[src/rtl/seq_alu.sv]
// Multi-cycle EXE-stage ALU: single-cycle logic/arith/shift ops plus iterative
// unsigned shift-add multiply and restoring divide, with a start/busy/done handshake.
//
// state  | meaning
// S_IDLE | waiting for start; operands latched on accept
// S_ITER | WIDTH iterations of multiply or divide, one bit per cycle
// S_DONE | done pulse; result registers were loaded on entry
module seq_alu #(
  parameter int WIDTH   = 32,
  parameter int SHAMT_W = 5
) (
  input  logic             clk,
  input  logic             rst,
  input  logic             start,
  input  logic [3:0]       exe_cmd,
  input  logic [WIDTH-1:0] val1,
  input  logic [WIDTH-1:0] val2,
  output logic             busy,
  output logic             done,
  output logic [WIDTH-1:0] result,
  output logic [WIDTH-1:0] result_hi,
  output logic             div_by_zero
);

  localparam logic [3:0] CMD_ADD  = 4'b0000;
  localparam logic [3:0] CMD_SUB  = 4'b0010;
  localparam logic [3:0] CMD_AND  = 4'b0100;
  localparam logic [3:0] CMD_OR   = 4'b0101;
  localparam logic [3:0] CMD_NOR  = 4'b0110;
  localparam logic [3:0] CMD_XOR  = 4'b0111;
  localparam logic [3:0] CMD_SLL  = 4'b1000;
  localparam logic [3:0] CMD_SRA  = 4'b1001;
  localparam logic [3:0] CMD_SRL  = 4'b1010;
  localparam logic [3:0] CMD_MULU = 4'b1011;
  localparam logic [3:0] CMD_DIVU = 4'b1100;

  typedef enum logic [1:0] {S_IDLE, S_ITER, S_DONE} state_t;

  state_t             state;
  logic [3:0]         cmd_q;
  logic [SHAMT_W-1:0] cnt;
  logic [WIDTH-1:0]   reg_a;   // mul: upper accumulator, div: partial remainder
  logic [WIDTH-1:0]   reg_b;   // mul: multiplier/low product, div: dividend/quotient
  logic [WIDTH-1:0]   reg_c;   // mul: multiplicand, div: divisor

  logic [WIDTH-1:0]   quick_lo, quick_hi;
  logic               quick_dbz;
  logic               needs_iter;
  logic [SHAMT_W-1:0] shamt;

  assign busy  = (state != S_IDLE);
  assign shamt = val2[SHAMT_W-1:0];
  assign needs_iter = ((exe_cmd == CMD_MULU) || (exe_cmd == CMD_DIVU)) && (val2 != '0);

  always_comb begin
    quick_lo  = '0;
    quick_hi  = '0;
    quick_dbz = 1'b0;
    case (exe_cmd)
      CMD_ADD: quick_lo = val1 + val2;
      CMD_SUB: quick_lo = val1 - val2;
      CMD_AND: quick_lo = val1 & val2;
      CMD_OR:  quick_lo = val1 | val2;
      CMD_NOR: quick_lo = ~(val1 | val2);
      CMD_XOR: quick_lo = val1 ^ val2;
      CMD_SLL: quick_lo = val1 << shamt;
      CMD_SRA: quick_lo = $signed(val1) >>> shamt;
      CMD_SRL: quick_lo = val1 >> shamt;
      CMD_DIVU: begin
        if (val2 == '0) begin
          quick_lo  = '1;
          quick_hi  = val1;
          quick_dbz = 1'b1;
        end
      end
      default: quick_lo = '0;
    endcase
  end

  // One iteration step of each algorithm; the next-state values are also
  // what lands in result/result_hi on the final iteration.
  logic [WIDTH:0]   mul_sum;
  logic [WIDTH:0]   div_shift;
  logic [WIDTH+1:0] div_diff;
  logic             div_ge;
  logic [WIDTH-1:0] nxt_a, nxt_b;

  always_comb begin
    mul_sum   = {1'b0, reg_a} + (reg_b[0] ? {1'b0, reg_c} : '0);
    div_shift = {reg_a, reg_b[WIDTH-1]};
    div_diff  = {1'b0, div_shift} - {2'b00, reg_c};
    div_ge    = ~div_diff[WIDTH+1];
    if (cmd_q == CMD_MULU) begin
      nxt_a = mul_sum[WIDTH:1];
      nxt_b = {mul_sum[0], reg_b[WIDTH-1:1]};
    end else begin
      nxt_a = div_ge ? div_diff[WIDTH-1:0] : div_shift[WIDTH-1:0];
      nxt_b = {reg_b[WIDTH-2:0], div_ge};
    end
  end

  always_ff @(posedge clk or posedge rst) begin
    if (rst) begin
      state       <= S_IDLE;
      cmd_q       <= '0;
      cnt         <= '0;
      reg_a       <= '0;
      reg_b       <= '0;
      reg_c       <= '0;
      done        <= 1'b0;
      result      <= '0;
      result_hi   <= '0;
      div_by_zero <= 1'b0;
    end else begin
      done <= 1'b0;
      case (state)
        S_IDLE: begin
          if (start) begin
            cmd_q       <= exe_cmd;
            div_by_zero <= 1'b0;
            if (needs_iter) begin
              state <= S_ITER;
              cnt   <= '0;
              reg_a <= '0;
              reg_b <= (exe_cmd == CMD_MULU) ? val2 : val1;
              reg_c <= (exe_cmd == CMD_MULU) ? val1 : val2;
            end else begin
              state       <= S_DONE;
              done        <= 1'b1;
              result      <= quick_lo;
              result_hi   <= quick_hi;
              div_by_zero <= quick_dbz;
            end
          end
        end
        S_ITER: begin
          reg_a <= nxt_a;
          reg_b <= nxt_b;
          cnt   <= cnt + 1'b1;
          if (cnt == SHAMT_W'(WIDTH - 1)) begin
            state     <= S_DONE;
            cnt       <= '0;
            done      <= 1'b1;
            result    <= nxt_b;
            result_hi <= nxt_a;
          end
        end
        S_DONE:  state <= S_IDLE;
        default: state <= S_IDLE;
      endcase
    end
  end

endmodule

[config.mk]
export PLATFORM = sky130hd
export DESIGN_NAME = seq_alu
export DESIGN_NICKNAME = d
export VERILOG_FILES = /design/src/rtl/seq_alu.sv
export SDC_FILE = /design/constraint.sdc
export NUM_CORES = 1
export LEC_CHECK = 0
export BUFFER_PORTS_ARGS = -buffer_cell sky130_fd_sc_hd__buf_2
export CORE_ASPECT_RATIO = 0.9
export CORE_MARGIN = 2
export CORE_UTILIZATION = 45
export CTS_CLUSTER_DIAMETER = 80
export DETAILED_ROUTE_END_ITERATION = 12
export PLACE_DENSITY = 0.6
export SETUP_SLACK_MARGIN = 0.3
export SYNTH_ARGS = -nofsm -noshare
export SYNTH_HDL_FRONTEND = slang
export SYNTH_SLANG_ARGS = --single-unit
[constraint.sdc]
create_clock -name clk -period 6.2 [get_ports clk]
set_input_delay 0.62 -clock clk [delete_from_list [all_inputs] [get_ports clk]]
set_output_delay 0.62 -clock clk [all_outputs]
set_load 0.02 [all_outputs]
==> impl_results.md, run 1 <==
- Initial Utilization: 0.457
- Seq/Total Area, Yosys: 0.214
- CTS tree: done
- Die width: about 230 um
- Max VDD drop: 0.262 mV
- Overflow left after global routing: 0
- H-tree Lvls: 4
- Die span in y: approximately 210 um
- Die ar.: ~0.047 sq mm
- Setup_tns: 0 ps
- WL/cell: ~27 um
- Number of flops mapped to enable cells by yosys: 0
- CP Data Arrival Time: between 5000 and 6000 ps
- Critical path required time: roughly 6600 ps
- Post-DRT Antenna Nets: 0
- Clock Sinks: 173
- Max cap viols: 0
- Finish-stage setup viols: 0
- Layout area overhead: 8.03%
- YS warnings: 0
- Gpl congestion: ~1.0
- Area of the multi-input gates: approximately 0.015 sq mm
- Largest net degree at the start of global routing: between 100 and 150
- Most common cell after layout, fill and taps aside: a21oi_1
- Worst relative slew slack: 0.253
- Root buffer cell: clkbuf_16
- Fraction of layout instances using a drive strength above 1: 0.121
- Vias in the first global route: ~20,000
- IO Count: between 100 and 150
- Worst-Skew Late Latency: between 500 and 600 ps
- Via density: ~6.5
- Lkg Pwr: 9.94 nW
- Prevailing post-synth register cell: dfrtp_1
- Final Hold Vio Count: 0
- Setup Skew: 12.2 ps
- Asr flop ratio synth: 1.00
- Resized Gates After CTS: 0
- Post-layout nets: slightly below 3,000
- Initial DRC Count: 3,350
- Row count: 73
- Cell variety after synth: 84
- Antenna violations before repair: 5
- Estimated wirelength of the detail-placed design: 69.0 mm
- DR DRC count: 0
- Clock buffer count from CTS: 17
- FMAX: 0.198 GHz
- Fin crit share: 0.815
- Synth top area cells: dfrtp_1 (21%), ha_1 (10%), a21oi_1 (9.2%), nand2_1 (6.4%), nor2_1 (5.7%)
- Most frequent cells in the layout: a21oi_1 (371), nand2_1 (345), nor2_1 (309)
- Pwr/cell area: roughly 350 mW/mm^2
- Layout Utilization: 0.494
- Drt first pass iters: 6
- Clock Path Buffers: 2
- Core area: roughly 0.044 sq mm
- Clk slew on worst S/H paths: 80 ps
- Min-Delay Path Class: primary input to asynchronous set/reset pin
- Post-CTS setup buffer count: 0
- GRT Total Usage: 0.387
- Crit Path Category: primary input to register
- Global-route wire length before repair: roughly 130 mm
- Outcome: complete, no violations
- Setup slack, reg-to-reg: around 1500 ps
- Syn Inst Count: around 2,700
- Final Max Slew Viols: 0
- Syn Nets: 2,981
- Drt total wl: between 90 and 100 mm
- Worst slew pin tran: roughly 1100 ps
- Sequential cell area: ~0.0043 sq mm
- Mapped cell area: slightly above 0.02 sq mm
- Yosys top cell area share: 0.214
- Minimum clock period after layout: just over 5000 ps
- Synth area leader: dfrtp_1
- CP endpoint kind: register
- Max FO, Critical Path: 7
- Via count: ~22,000
- IO Port Bufs: roughly 140
- Hold-fix buffers, CTS: 0
- FILL cells: 4,454
- Critical Path Start Type: primary input
- Post-Syn Area per Cell: between 7 and 8 sq um
- #FFs+latches synth: roughly 170
- RSZ-0062 raised after global routing: false
synthesized netlist by cell type (all sizes together), types with 19 or more instances:
| cell type | n |
|---|---|
| a21oi | 371 |
| nand2 | 345 |
| nor2 | 311 |
| o21ai | 237 |
| dfrtp | 173 |
| ha | 163 |
| clkbuf | 137 |
| inv | 127 |
| xnor2 | 70 |
| buf | 61 |
| mux2i | 59 |
| a211oi | 48 |
| mux4 | 46 |
| and2 | 45 |
| nor3 | 45 |
| a21o | 44 |
| mux2 | 43 |
| xor2 | 31 |
| nand3 | 29 |
| o211ai | 27 |
| a31oi | 26 |
| o22ai | 24 |
| nand2b | 19 |
| nand4 | 19 |
cell type report:
cell class / instances / area share
multi-input cells: 2244 / 0.670
flip-flops and latches: 173 / 0.198
repair buffers: 182 / 0.0470
well taps: 600 / 0.0343
inverters: 129 / 0.0227
clock buffers: 18 / 0.0201
clock inverters: 14 / 0.00772
diodes: 3 / 0.000343
metal layers:
layer  vias to the layer above  GRT usage  routed length, um
met5                         -          0                 27
met4                         4      0.152               3730
met3                       187     0.0885               9910
met2                      1275      0.551              37300
met1                     10500      0.563              39900
li1                       9850          -                  -
logic make-up after synthesis:
logic type                 share of synthesized area
and+or+nand+nor                                0.193
adders and majority gates                      0.104
xor gates and xnor gates                      0.0437
AOI/OAI and AO/OA                              0.277
DFF                                            0.214
buffers and inverters                         0.0648
muxes                                          0.104
power by group:
group,internal [mW],switching (mW),leakage (nW)
sequential,1.55,0.446,2.14
clock,0.588,0.588,0.299
combinational,1.69,2.81,7.50
critical path, stage by stage:
cell      delay [ps]
buf_2            150
or4_1            590
or3_4            390
nor2_1           210
nor2_1            90
xnor2_1          130
ha_1             370
a211oi_1         280
nor2_1           100
or4_1            470
a32oi_1          420
a31oi_1          250
a311oi_1         500
o21bai_1         210
or2_2            310
a311oi_1         250
o21ai_1           80
path summary, 6_finish.rpt:
kind / start / end / depth (start not counted)
max: val2[8] / result[25] / 17
min: rst / reg_c[12] / 2
max reg2reg: reg_b[0] / result_hi[31] / 13
min reg2reg: result[0] / result[0] / 2
max in group asynchronous: rst / result[2] / 3
min in group clk: result[0] / result[0] / 2
stage by stage:
| step | cell area (sq um) | power [mW] | hold WS, ps | instances | setup slack, ps |
|---|---|---|---|---|---|
| 6_report | 21900 | 7.67 | 247 | 3363 | 1150 |
| 5_1_grt | 21900 | 8.19 | 335 | 3360 | 948 |
| 4_1_cts | 21900 | 7.59 | 329 | 3360 | 1290 |
| 3_5_place_dp | 21300 | 6.39 | 471 | 3328 | 761 |
| 3_3_place_gp | 21300 | 6.32 | 455 | 3328 | 786 |
| 2_1_floorplan | 20300 | 5.09 | 437 | 2744 | 892 |
registers in the layout, summed over array words and instances (netlist names):
signal,cells
state,2
done,1
cnt,5
cmd_q,4
reg_a,32
result_hi,32
result,32
reg_c,32
reg_b,32
div_by_zero,1
No activity file was read; power rests on OpenSTA's default activity.
==> inputs of run 2 (changes only) <==
clock period = 5.25 ns   (was 6.2 ns; I/O delays follow)
==> run 2 against run 1 <==
First-iteration DRC count decreased by 12%. Largest power group unchanged. Die area unchanged. Critical path depth unchanged. Hold slack got worse by 81 ps. Count of clock-buffer cells in the layout unchanged. Non-clock buffer count increased by 25.
==> impl_results.md, run 2 (synthesis gave the netlist of run 1 again) <==
- Outcome: complete, no violations (unchanged)
- Post-Place Cells: 3,353 (was 3,328)
- Vias in the first global route: 20,000 (was 19,800)
- Met1 Use GR: 0.548 (was 0.563)
- Overflow left after global routing: 0 (unchanged)
- Finish-stage setup viols: 0 (unchanged)
- Final Hold Vio Count: 0 (unchanged)
- Final Max Slew Viols: 0 (unchanged)
- Root buffer cell: clkbuf_16 (unchanged)
- Antenna violations before repair: 4 (was 5)
- Max FO, Critical Path: 7 (unchanged)
- CTS tree: done (unchanged)
- Layout area overhead: 9.00% (was 8.03%)
- Crit Path Category: primary input to register (unchanged)
- Placed cell area: 0.0215 sq mm (was 0.0213 sq mm)
- Fraction of layout instances using a drive strength above 1: 0.129 (was 0.121)
- IO Count: 138 (unchanged)
- Initial DRC Count: 2,943 (was 3,350)
- Gr busiest metal: met1 (unchanged)
- Post-DRT Antenna Nets: 0 (unchanged)
- Post-route setup slack: 586 ps (was 1150 ps)
- Global-route wire length before repair: 131 mm (was 132 mm)
- Critical Path Max Stage Delay: 590 ps (about the same)
- Min-Delay Path Class: primary input to asynchronous set/reset pin (unchanged)
- Clock Sinks: 173 (unchanged)
- Die width: 228 um (unchanged)
- Crit path max-delay family: simple AND/OR/NAND/NOR gates (unchanged)
- Drt first pass iters: 7 (was 6)
- Global routing met2 resource utilization: 0.544 (was 0.551)
- Global routing usage on met3: 0.0995 (was 0.0885)
- RSZ-0062 raised after global routing: false (unchanged)
- Critical Path Start Type: primary input (unchanged)
- Most frequent cells in the layout: a21oi_1 (371), nand2_1 (345), nor2_1 (309) (unchanged)
- Max cap viols: 0 (unchanged)
- Design Area, Final: 0.0221 sq mm (was 0.0219 sq mm)
- Fin crit share: 0.888
- Largest net degree at the start of global routing: 118 (was 116)
- Clk slew on worst S/H paths: 70 ps (was 80 ps)
- Setup slack, reg-to-reg: 890 ps (was 1490 ps)
- Dpl ws: -4.03 ps (was 761 ps)
- Critical path required time: 5610 ps (was 6560 ps)
- Max VDD drop: 0.265 mV (was 0.262 mV)
- Drt total wl: 89.7 mm (was 90.8 mm)
- Die span in y: 205 um (unchanged)
- IO Port Bufs: 137 (unchanged)
- Post-layout nets: 3,009 (was 2,984)
- Worst relative slew slack: 0.232 (was 0.253)
- GRT Total Usage: 0.382 (was 0.387)
- Bufs and invs on worst path: 1 (unchanged)
- Clock Path Buffers: 2 (unchanged)
- Clock buffer count from CTS: 17 (unchanged)
- Setup_tns: 0 ps (unchanged)
- WL/cell: 26.5 um (was 27.0 um)
- Core area: 0.0443 sq mm (unchanged)
- CP endpoint kind: register (unchanged)
- Estimated wirelength of the detail-placed design: 68.5 mm (was 69.0 mm)
- Row count: 73 (unchanged)
- H-tree Lvls: 4 (unchanged)
- Die ar.: 0.0467 sq mm (unchanged)
- Non-Filler Instances: 3,386 (was 3,363)
- Setup Skew: 12.0 ps (was 12.2 ps)
- Lkg Pwr: 10.0 nW (was 9.94 nW)
- Gpl congestion: 1.05 (about the same)
- Fin Hold WS: 166 ps (was 247 ps)
- FMAX: around 0.21 GHz
- Most common cell after layout, fill and taps aside: a21oi_1 (unchanged)
- Via density: 6.52 (was 6.48)
- Initial Utilization: 0.457 (unchanged)
- CP Cell Sequence: buf_2 -> or4_1 -> or3_4 -> nor2_1 -> a21oi_1 -> xnor2_1 -> ha_1 -> and4_1 -> and2_1 -> a221oi_1 -> nand2_1 -> or3_1 -> a31oi_1 -> o21a_1 -> xor2_1 -> nor3_1 -> a211o_1 (was buf_2 -> or4_1 -> or3_4 -> nor2_1 -> nor2_1 -> xnor2_1 -> ha_1 -> a211oi_1 -> nor2_1 -> or4_1 -> a32oi_1 -> a31oi_1 -> a311oi_1 -> o21bai_1 -> or2_2 -> a311oi_1 -> o21ai_1)
- Pwr/cell area: 411 mW/mm^2 (was 350 mW/mm^2)
- Worst-Skew Late Latency: 470 ps (was 510 ps)
- Worst slew pin tran: 1140 ps (was 1120 ps)
- Minimum clock period after layout: between 4000 and 5000 ps
- Slowest-stage cell, CP: or4_1 (unchanged)
- DR DRC count: 0 (unchanged)
- CP Data Arrival Time: 5020 ps (was 5420 ps)
- Via count: 22,100 (was 21,800)
==> run 2: repair_timing <==
item / CTS / global route
gates resized for setup: 0 / 3
hold buffers: 0 / 0
setup endpoints to repair: 0 / 4
buffers inserted: 0 / 0
==> run 2: tightest hold or removal path: cells and delay by family <==
| kind | cells | cell delay, ps |
|---|---|---|
| buffers and inverters | 3 | 590 |
==> run 2: where the power goes <==
group          total [mW]  switching (mW)  internal (mW)
clock                1.35           0.639          0.712
combinational        5.40            3.37           2.03
sequential           2.32           0.488           1.83
==> run 2: worst paths after layout <==
kind,to,cells past startpoint,from
min,reg_c[11],3,rst
max,result[26],17,val2[8]
min reg2reg,result[4],2,result[4]
max in group asynchronous,result[12],4,rst
min in group clk,reg_c[14],3,val2[14]
max reg2reg,result_hi[30],13,reg_b[0]
==> run 2: per-layer routing <==
metal | wire length (um) | vias to the layer above | part of all wire
met3 | 10500 | 183 | 0.12
met4 | 3630 | 2 | 0.040
met5 | 14 | - | 0.00016
met1 | 38900 | 10600 | 0.43
li1 | - | 9921 | -
met2 | 36700 | 1324 | 0.41
==> run 2: layout make-up <==
cell class	count	area (sq um)
fillers	4551	22200
multi-input cells	2244	14700
flip-flops and latches	173	4330
repair buffers	207	1240
well taps	600	751
inverters	129	493
clock buffers	18	429
clock inverters	13	155
diodes	2	5.00
==> run 2: through the flow <==
step / utilization / power, mW
global route: 0.498 / 9.71
floorplan: - / 6.01
finish: 0.499 / 9.07
CTS: 0.498 / 8.95
global placement: 0.485 / 7.50
detailed placement: 0.485 / 7.58
